File: src/rtl/pe_link_pkg.sv
// pe_link_pkg: shared link geometry, bit positions and link-word type for the PE link tx/rx pair
package pe_link_pkg;
  localparam int AXIS_WIDTH = 128;
  localparam int LINK_WIDTH = AXIS_WIDTH + 2;
  localparam int LINK_VALID_BIT = AXIS_WIDTH;
  localparam int LINK_CREDIT_BIT = AXIS_WIDTH + 1;
  typedef struct packed {
    logic credit;
    logic valid;
    logic [AXIS_WIDTH-1:0] data;
  } link_word_t;
endpackage

File: src/rtl/pe_link_tx_if.sv
// pe_link_tx_if: upstream valid/ready stream (din, val_in from master; ready_upward from slave)
interface pe_link_tx_if;
  import pe_link_pkg::*;
  logic [AXIS_WIDTH-1:0] din;
  logic val_in;
  logic ready_upward;
  modport master (output din, output val_in, input ready_upward);
  modport slave (input din, input val_in, output ready_upward);
endinterface

File: src/rtl/pe_credit_counter.sv
// pe_credit_counter: saturating up/down counter (inc_i, dec_i in; cnt_o count, ovf_o sticky overflow out)
module pe_credit_counter #(
  parameter int MAX = 4,
  parameter int INIT = MAX
) (
  input  logic       clk,
  input  logic       reset,
  input  logic       inc_i,
  input  logic       dec_i,
  output logic [7:0] cnt_o,
  output logic       ovf_o
);
  localparam logic [7:0] MAX8 = 8'(MAX);
  localparam logic [7:0] INIT8 = 8'(INIT);
  logic [7:0] cnt_q, cnt_d;
  logic ovf_q, ovf_d, sat_hi, sat_lo;
  always_comb begin
    sat_hi = inc_i & ~dec_i & (cnt_q == MAX8);
    sat_lo = dec_i & ~inc_i & (cnt_q == 8'd0);
    cnt_d = (sat_hi | sat_lo) ? cnt_q : cnt_q + 8'(inc_i) - 8'(dec_i);
    ovf_d = ovf_q | sat_hi;
  end
  always_ff @(posedge clk) begin
    if (reset) begin
      cnt_q <= INIT8;
      ovf_q <= 1'b0;
    end else begin
      cnt_q <= cnt_d;
      ovf_q <= ovf_d;
    end
  end
  assign cnt_o = cnt_q;
  assign ovf_o = ovf_q;
endmodule

File: src/rtl/pe_link_tx.sv
// pe_link_tx: credit-based link transmitter (up stream in; link_out/link_in link; credit_ret in; credit_cnt, tx_words, err_credit_ovf status out)
module pe_link_tx
  import pe_link_pkg::*;
#(
  parameter int CREDITS = 4
) (
  input  logic                  clk,
  input  logic                  reset,
  input  logic                  ap_start,
  pe_link_tx_if.slave           up,
  output logic [LINK_WIDTH-1:0] link_out,
  input  logic [LINK_WIDTH-1:0] link_in,
  input  logic                  credit_ret,
  output logic [7:0]            credit_cnt,
  output logic [31:0]           tx_words,
  output logic                  err_credit_ovf
);
  link_word_t link_q, link_d;
  logic [31:0] tx_q, tx_d;
  logic fire;
  logic unused_link_in;
  assign unused_link_in = ^link_in[LINK_VALID_BIT:0];
  assign up.ready_upward = ap_start & (credit_cnt != 8'd0);
  assign fire = up.val_in & up.ready_upward;
  pe_credit_counter #(.MAX(CREDITS)) u_cnt (
    .clk   (clk),
    .reset (reset),
    .inc_i (link_in[LINK_CREDIT_BIT]),
    .dec_i (fire),
    .cnt_o (credit_cnt),
    .ovf_o (err_credit_ovf)
  );
  always_comb begin
    link_d.data = fire ? up.din : link_q.data;
    link_d.valid = fire;
    link_d.credit = credit_ret;
    tx_d = tx_q + 32'(fire);
  end
  always_ff @(posedge clk) begin
    if (reset) begin
      link_q <= '0;
      tx_q <= '0;
    end else begin
      link_q <= link_d;
      tx_q <= tx_d;
    end
  end
  assign link_out = link_q;
  assign tx_words = tx_q;
endmodule

File: src/flat_wrapper.sv
// flat-port wrapper written by rule: the top's interface ports become plain ports
module pe_link_tx_flat import pe_link_pkg::*;
#(
  parameter int CREDITS = 4
)
  (clk, reset, ap_start, link_out, link_in, credit_ret, credit_cnt, tx_words, err_credit_ovf, up_din, up_val_in, up_ready_upward);
  pe_link_tx_if up_i ();
  input  logic clk;
  input  logic reset;
  input  logic ap_start;
  output logic [LINK_WIDTH-1:0] link_out;
  input  logic [LINK_WIDTH-1:0] link_in;
  input  logic credit_ret;
  output logic [7:0] credit_cnt;
  output logic [31:0] tx_words;
  output logic err_credit_ovf;
  input wire logic [$bits(up_i.din)-1:0] up_din;
  input wire logic [$bits(up_i.val_in)-1:0] up_val_in;
  output wire logic [$bits(up_i.ready_upward)-1:0] up_ready_upward;
  assign up_i.din = up_din;
  assign up_i.val_in = up_val_in;
  assign up_ready_upward = up_i.ready_upward;
  pe_link_tx #(.CREDITS(CREDITS)) u_core (.clk(clk), .reset(reset), .ap_start(ap_start), .up(up_i), .link_out(link_out), .link_in(link_in), .credit_ret(credit_ret), .credit_cnt(credit_cnt), .tx_words(tx_words), .err_credit_ovf(err_credit_ovf));
endmodule
File: config.mk
export PLATFORM = sky130hd
export DESIGN_NAME = pe_link_tx_flat
export DESIGN_NICKNAME = d
export VERILOG_FILES = /design/src/rtl/pe_link_pkg.sv /design/src/rtl/pe_link_tx_if.sv /design/src/rtl/pe_credit_counter.sv /design/src/rtl/pe_link_tx.sv /design/src/flat_wrapper.sv
export SDC_FILE = /design/constraint.sdc
export NUM_CORES = 1
export LEC_CHECK = 0
export CORE_AREA = 8 8 165 167
export DETAILED_ROUTE_END_ITERATION = 12
export DIE_AREA = 0 0 173 175
export MAX_ROUTING_LAYER = met4
export PLACE_DENSITY = 0.69
export SYNTH_ARGS = -nofsm -noshare
export SYNTH_HDL_FRONTEND = slang
export SYNTH_SLANG_ARGS = --single-unit
File: constraint.sdc
create_clock -name clk -period 3.36 [get_ports clk]
set_input_delay 0.672 -clock clk [delete_from_list [all_inputs] [get_ports clk]]
set_output_delay 0.672 -clock clk [all_outputs]
set_load 0.01 [all_outputs]
# ---- Word level (Yosys, flattened, before mapping)
# Index checks and enable logic that the tools add are counted.
dict set report totals {
  ff_bits 171
  inputBits 263
  output_inout_bits 172
  elab_cells 22
}
dict set report op_classes {
  addsub 3
  eq_ne 1
  bitwise 10
  reduce_logical 2
}
# operator n
set op_table {}
lappend op_table {{$add A32 B1 Y32} 1}
lappend op_table {{$add A8 B1 Y8} 1}
lappend op_table {{$eq A8 B3 Y1 const B} 1}
lappend op_table {{$logic_not A8 Y1} 1}
lappend op_table {{$reduce_bool A8 Y1} 1}
lappend op_table {{$sub A8 B1 Y8} 1}
lappend op_table {{$and A1 B1 Y1} 6}
lappend op_table {{$not A1 Y1} 2}
lappend op_table {{$or A1 B1 Y1} 2}

# ---- Longest topological paths before layout
dict set report depth {
  ltp_word 7
  mapped_depth 16
  ltp_nobuf 16
}

# ---- Cells and area by module
# Synthesis repeated with hierarchy kept, for this count alone.
dict set report hier_totals {
  hier_cells 820
  hier_area_um2 6651.4
}
# mod n_inst cells_each area_per_inst_um2 seq_area_each_um2
set by_module_without_submodules {}
lappend by_module_without_submodules {pe_link_tx 1 739 5916.9 3243.1}
lappend by_module_without_submodules {pe_credit_counter 1 81 734.5 180.2}

# ---- Worst setup path before layout
# Ideal clock, no wire load.
dict set report synth_timing {
  path_type {reg-to-reg}
  from {reg u_core.u_cnt.cnt_q[4] (netlist: u_core.u_cnt.cnt_o[4])}
  to {reg u_core.u_cnt.cnt_q[6] (netlist: u_core.u_cnt.cnt_o[6])}
  setup_ns 0.129
  t_arrival_ns 2.896
  required_ns 3.231
  setup_slack_ns 0.335
  path_stages_with_launch 17
  path_buffers 1
  period_less_slack_ns 3.025
  path_cell_list {dfxtp_1 inv_1 ha_1 and4bb_1 a21boi_1 nand2_1 clkbuf_1 nand2_1 nand2_1 ha_1 inv_1 fa_1 nor2b_1 o311a_1 o31ai_1 mux2i_1 o31ai_1}
}
dict set report synth_via {
  elab_chain_cells 7
  elab_cells_between_ends 13
  cone_classes {add/sub: 2; eq/ne: 1; bitwise: 8; reduce/logical: 2}
}
# item line
set synth_rtl {}
lappend synth_rtl {{start, declared} pe_credit_counter.sv:15} ;# logic [7:0] cnt_q, cnt_d;
lappend synth_rtl {{start signal, assigned} pe_credit_counter.sv:28} ;# cnt_q <= cnt_d;
lappend synth_rtl {{$reduce_bool A8 Y1 (*)} pe_link_tx.sv:23} ;# assign up.ready_upward = ap_start & (credit_cnt != 8'd0);
lappend synth_rtl {{$and A1 B1 Y1 (*)} pe_link_tx.sv:23}
lappend synth_rtl {{via up_ready_upward} flat_wrapper.sv:19} ;# output wire logic [$bits(up_i.ready_upward)-1:0] up_ready_upward;
lappend synth_rtl {{$and A1 B1 Y1 (*)} pe_link_tx.sv:24} ;# assign fire = up.val_in & up.ready_upward;
lappend synth_rtl {{parallel branches: the longest is 4 deep, another holds $sub A8 B1 Y8} --}
# Mark *: on every way through the listed nets, which the timed path passes.
# A chain may end at the register's enable or synchronous reset.

# ---- Worst setup path in the final report
dict set report layout_timing {
  from {reg u_core.u_cnt.cnt_q[4] (netlist: u_core.u_cnt.cnt_o[4])}
  to {reg u_core.u_cnt.cnt_q[6] (netlist: u_core.u_cnt.cnt_o[6])}
}
dict set report layout_via {
  elab_chain_cells 7
  elab_cells_between_ends 13
  cone_classes {add/sub: 2; eq/ne: 1; bitwise: 8; reduce/logical: 2}
}
# item
set layout_rtl {}
lappend layout_rtl {{parallel branches: the longest is 7 deep, another holds $add A8 B1 Y8}}
# Several ways; the timed one is not identified.

==> impl_metrics.toml <==
[logic_synthesis]
netlist_instances = 797
synthSimpleGateAreaFrac_pct = 24.1
syn_area_sq_um = 6490
synth_top_family_by_area = "simple AND/OR/NAND/NOR gates"
yosys-mux-area-fraction_pct = 0.309
synth_fa_ha_area_share_pct = 2.62
yosysWarnings = 0
seq_area_frac_synth_pct = 52.8
synth_nets = 1073
ys_types = 40
ys_ff_latch = 171
async_flop_share_pct = 0
synthFlopType = "dfxtp_1"
synth_xor_area_share_pct = 3.65
synth-edff-count = 0
synth.avg_cell_area_sq_um = 8.14
synth_compound_area_share_pct = 12.7

[clock_network]
cts_tree = "yes"
clock-sinks = 171
cts-buffers-inserted = 17
post-cts-setup-buffers = 0
cts.path.max_buffers = 2
ctsHoldBuffers = 0
clk_pin_slew_ps = 80
htree_levels = 4
root_buffer = "clkbuf_16"
clock_latency_ps = 410
post_cts_resized = 0

[worst_setup_path]
path_max_fanout = 4
cp-end-kind = "flip-flop"
crit_type = "flip-flop to flip-flop"
crit_arrival_ps = 3240
r2r_cells = 15
worstPathRequired_ps = 3640
startpoint_type = "flip-flop"

[layout]
utilization_pct = 42.3
final_layout_size_suffix_gt1_share_pct = 4.91
n_fill_cell = 2437
synthToLayoutAreaGrowth_pct = 61.0
final_cell_mix = "clkdlybuf4s50_1, nand2_1, dfxtp_1, a21oi_1, nor2_1"
layout.nets = 1362
layout_commonest_cell = "clkdlybuf4s50_1"

[die]
ios = 435
coreArea_sq_um = 24700
die_h_microns = 175
fp-row-count = 58
die_area_sq_um = 30300
die_x_microns = 173
start_util_pct = 26.3

[sta]
finalMaxSlewViolations = 0
finClkSkew_ps = 10.1
period_minus_slack_ps = 2960
hold_violations = 0
setup_slack_ps = 404
max_slew_margin_pct = 38.1
fin_setup_tns_ps = 0
finalSetupViolations = 0
hold_slack_ps = 452
fin_crit_sh_pct = 88.0
max_slew.worst_pin.slew_ps = 928
fmax_ghz = 0.338
rsz0062_at_grt = "false"

[placement]
post-place-ws_ps = 84.0
place_congestion = 0.786
dp_hpwl_microns = 15100
io_buffer_count = 305

[min_path]
min-delay-path-class = "flip-flop to flip-flop"
hold_depth = 2

[detailed_routing]
drc = 0
vias = 6223
drt-total-wl_microns = 21100
ant_nets = 0
wl_per_cell_microns = 14.7
drt_pass1_iterations = 6
viasPerCell = 4.35
drt_iter0_drc = 313

[pwr]
ir_drop_mv = 0.293
p_leak_nw = 3.80
power_w = 0.00539
power.density_nw_per_um2 = 517

[global_routing]
antenna_found_initial = 1
grt_pass1_wl_microns = 33200
gr-total-overflow = 0
grt_usage_pct = 13.7
grt_pass1_vias = 6133
grt_max_degree = 96

[run]
drv_cap = 0

[status]
status = "complete, no violations"
-- power breakdown --
| group | switching (W) | leakage, nW | internal (W) |
|---|---|---|---|
| registers | 0.0000806 | 1.40 | 0.00217 |
| logic | 0.000590 | 2.14 | 0.000670 |
| clock network | 0.000906 | 0.267 | 0.000981 |
-- layer usage --
layer	GRT usage, %	up-vias	routed length [microns]
met3	4.81	17	1510
met2	21.9	198	9860
met4	3.63	0	255
li1	-	3197	-
met5	-	-	0
met1	16.2	2811	9430
-- cell families (layout without fill, tap and decap cells) --
kind of cell             Yosys count  after routing
adder cells (fa/ha/maj)           13             13
buffers and inverters             60            362
other                              0              1
AO/OA/AOI/OAI                    156            156
flip-flops                       171            171
XOR/XNOR                          27             27
AND/OR/NAND/NOR                  368            368
multiplexers                       2              2
-- per-stage QoR --
| step | instance area (sq um) | std cells |
|---|---|---|
| finish | 10400 | 1430 |
| global route | 10400 | 1430 |
| CTS | 10400 | 1429 |
| detailed placement | 9880 | 1397 |
| global placement | 9880 | 1397 |
| floorplan | 6490 | 797 |
-- critical path: stages (launching register included) --
cell	delay, ps
dfxtp_1	380
inv_1	80
ha_1	200
and4bb_1	220
a21boi_1	270
nand2_4	110
nand2_1	80
nand2_1	60
ha_1	200
inv_1	70
fa_1	180
nor2b_1	60
o311a_1	310
o31ai_1	290
mux2i_1	230
o31ai_1	90
-- final cells by class --
| cell class | instances | area (sq um) | area share, % |
|---|---|---|---|
| inverter | 11 | 43.8 | 0.419 |
| sequential | 171 | 3420 | 32.8 |
| clock inverter | 14 | 128 | 1.22 |
| tap | 330 | 413 | 3.95 |
| antenna | 1 | 2.50 | 0.0240 |
| timing repair buffer | 319 | 3180 | 30.5 |
| clock buffer | 18 | 429 | 4.11 |
| multi-input combinational | 566 | 2820 | 27.0 |
-- flip-flops by register name, indices dropped and copies added (netlist names) --
name / count
u_core.link_out: 130
u_core.tx_words: 32
u_core.u_cnt.cnt_o: 8
u_core.u_cnt.ovf_o: 1
-- cell usage after synthesis (2+ instances only) --
cell | count | area [sq um]
nand2_1 | 270 | 1010
dfxtp_1 | 171 | 3420
a21oi_1 | 137 | 686
nor2_1 | 35 | 131
clkbuf_1 | 30 | 113
xor2_1 | 20 | 175
buf_2 | 16 | 80.1
ha_1 | 12 | 150
nand4_1 | 11 | 68.8
inv_1 | 10 | 37.5
nand3_1 | 10 | 50.1
xnor2_1 | 7 | 61.3
nor2b_1 | 6 | 37.5
nor3_1 | 6 | 30.0
o21ai_0 | 6 | 30.0
or3_1 | 6 | 37.5
and4_1 | 4 | 35.0
nand2b_1 | 4 | 25.0
o31ai_1 | 4 | 30.0
a211oi_1 | 3 | 22.5
and2_1 | 3 | 18.8
and3_1 | 3 | 18.8
nor3b_1 | 3 | 22.5
buf_1 | 2 | 7.51
mux2i_1 | 2 | 20.0
nand4_2 | 2 | 25.0
-- worst paths after layout --
path         slack, ps                     to             startpoint
min                450    u_core.link_out[22]    u_core.link_out[22]
min reg2reg        450    u_core.link_out[22]    u_core.link_out[22]
max                400  u_core.u_cnt.cnt_o[6]  u_core.u_cnt.cnt_o[4]
max reg2reg        400  u_core.u_cnt.cnt_o[6]  u_core.u_cnt.cnt_o[4]
No activity file was read; power rests on OpenSTA's default activity.
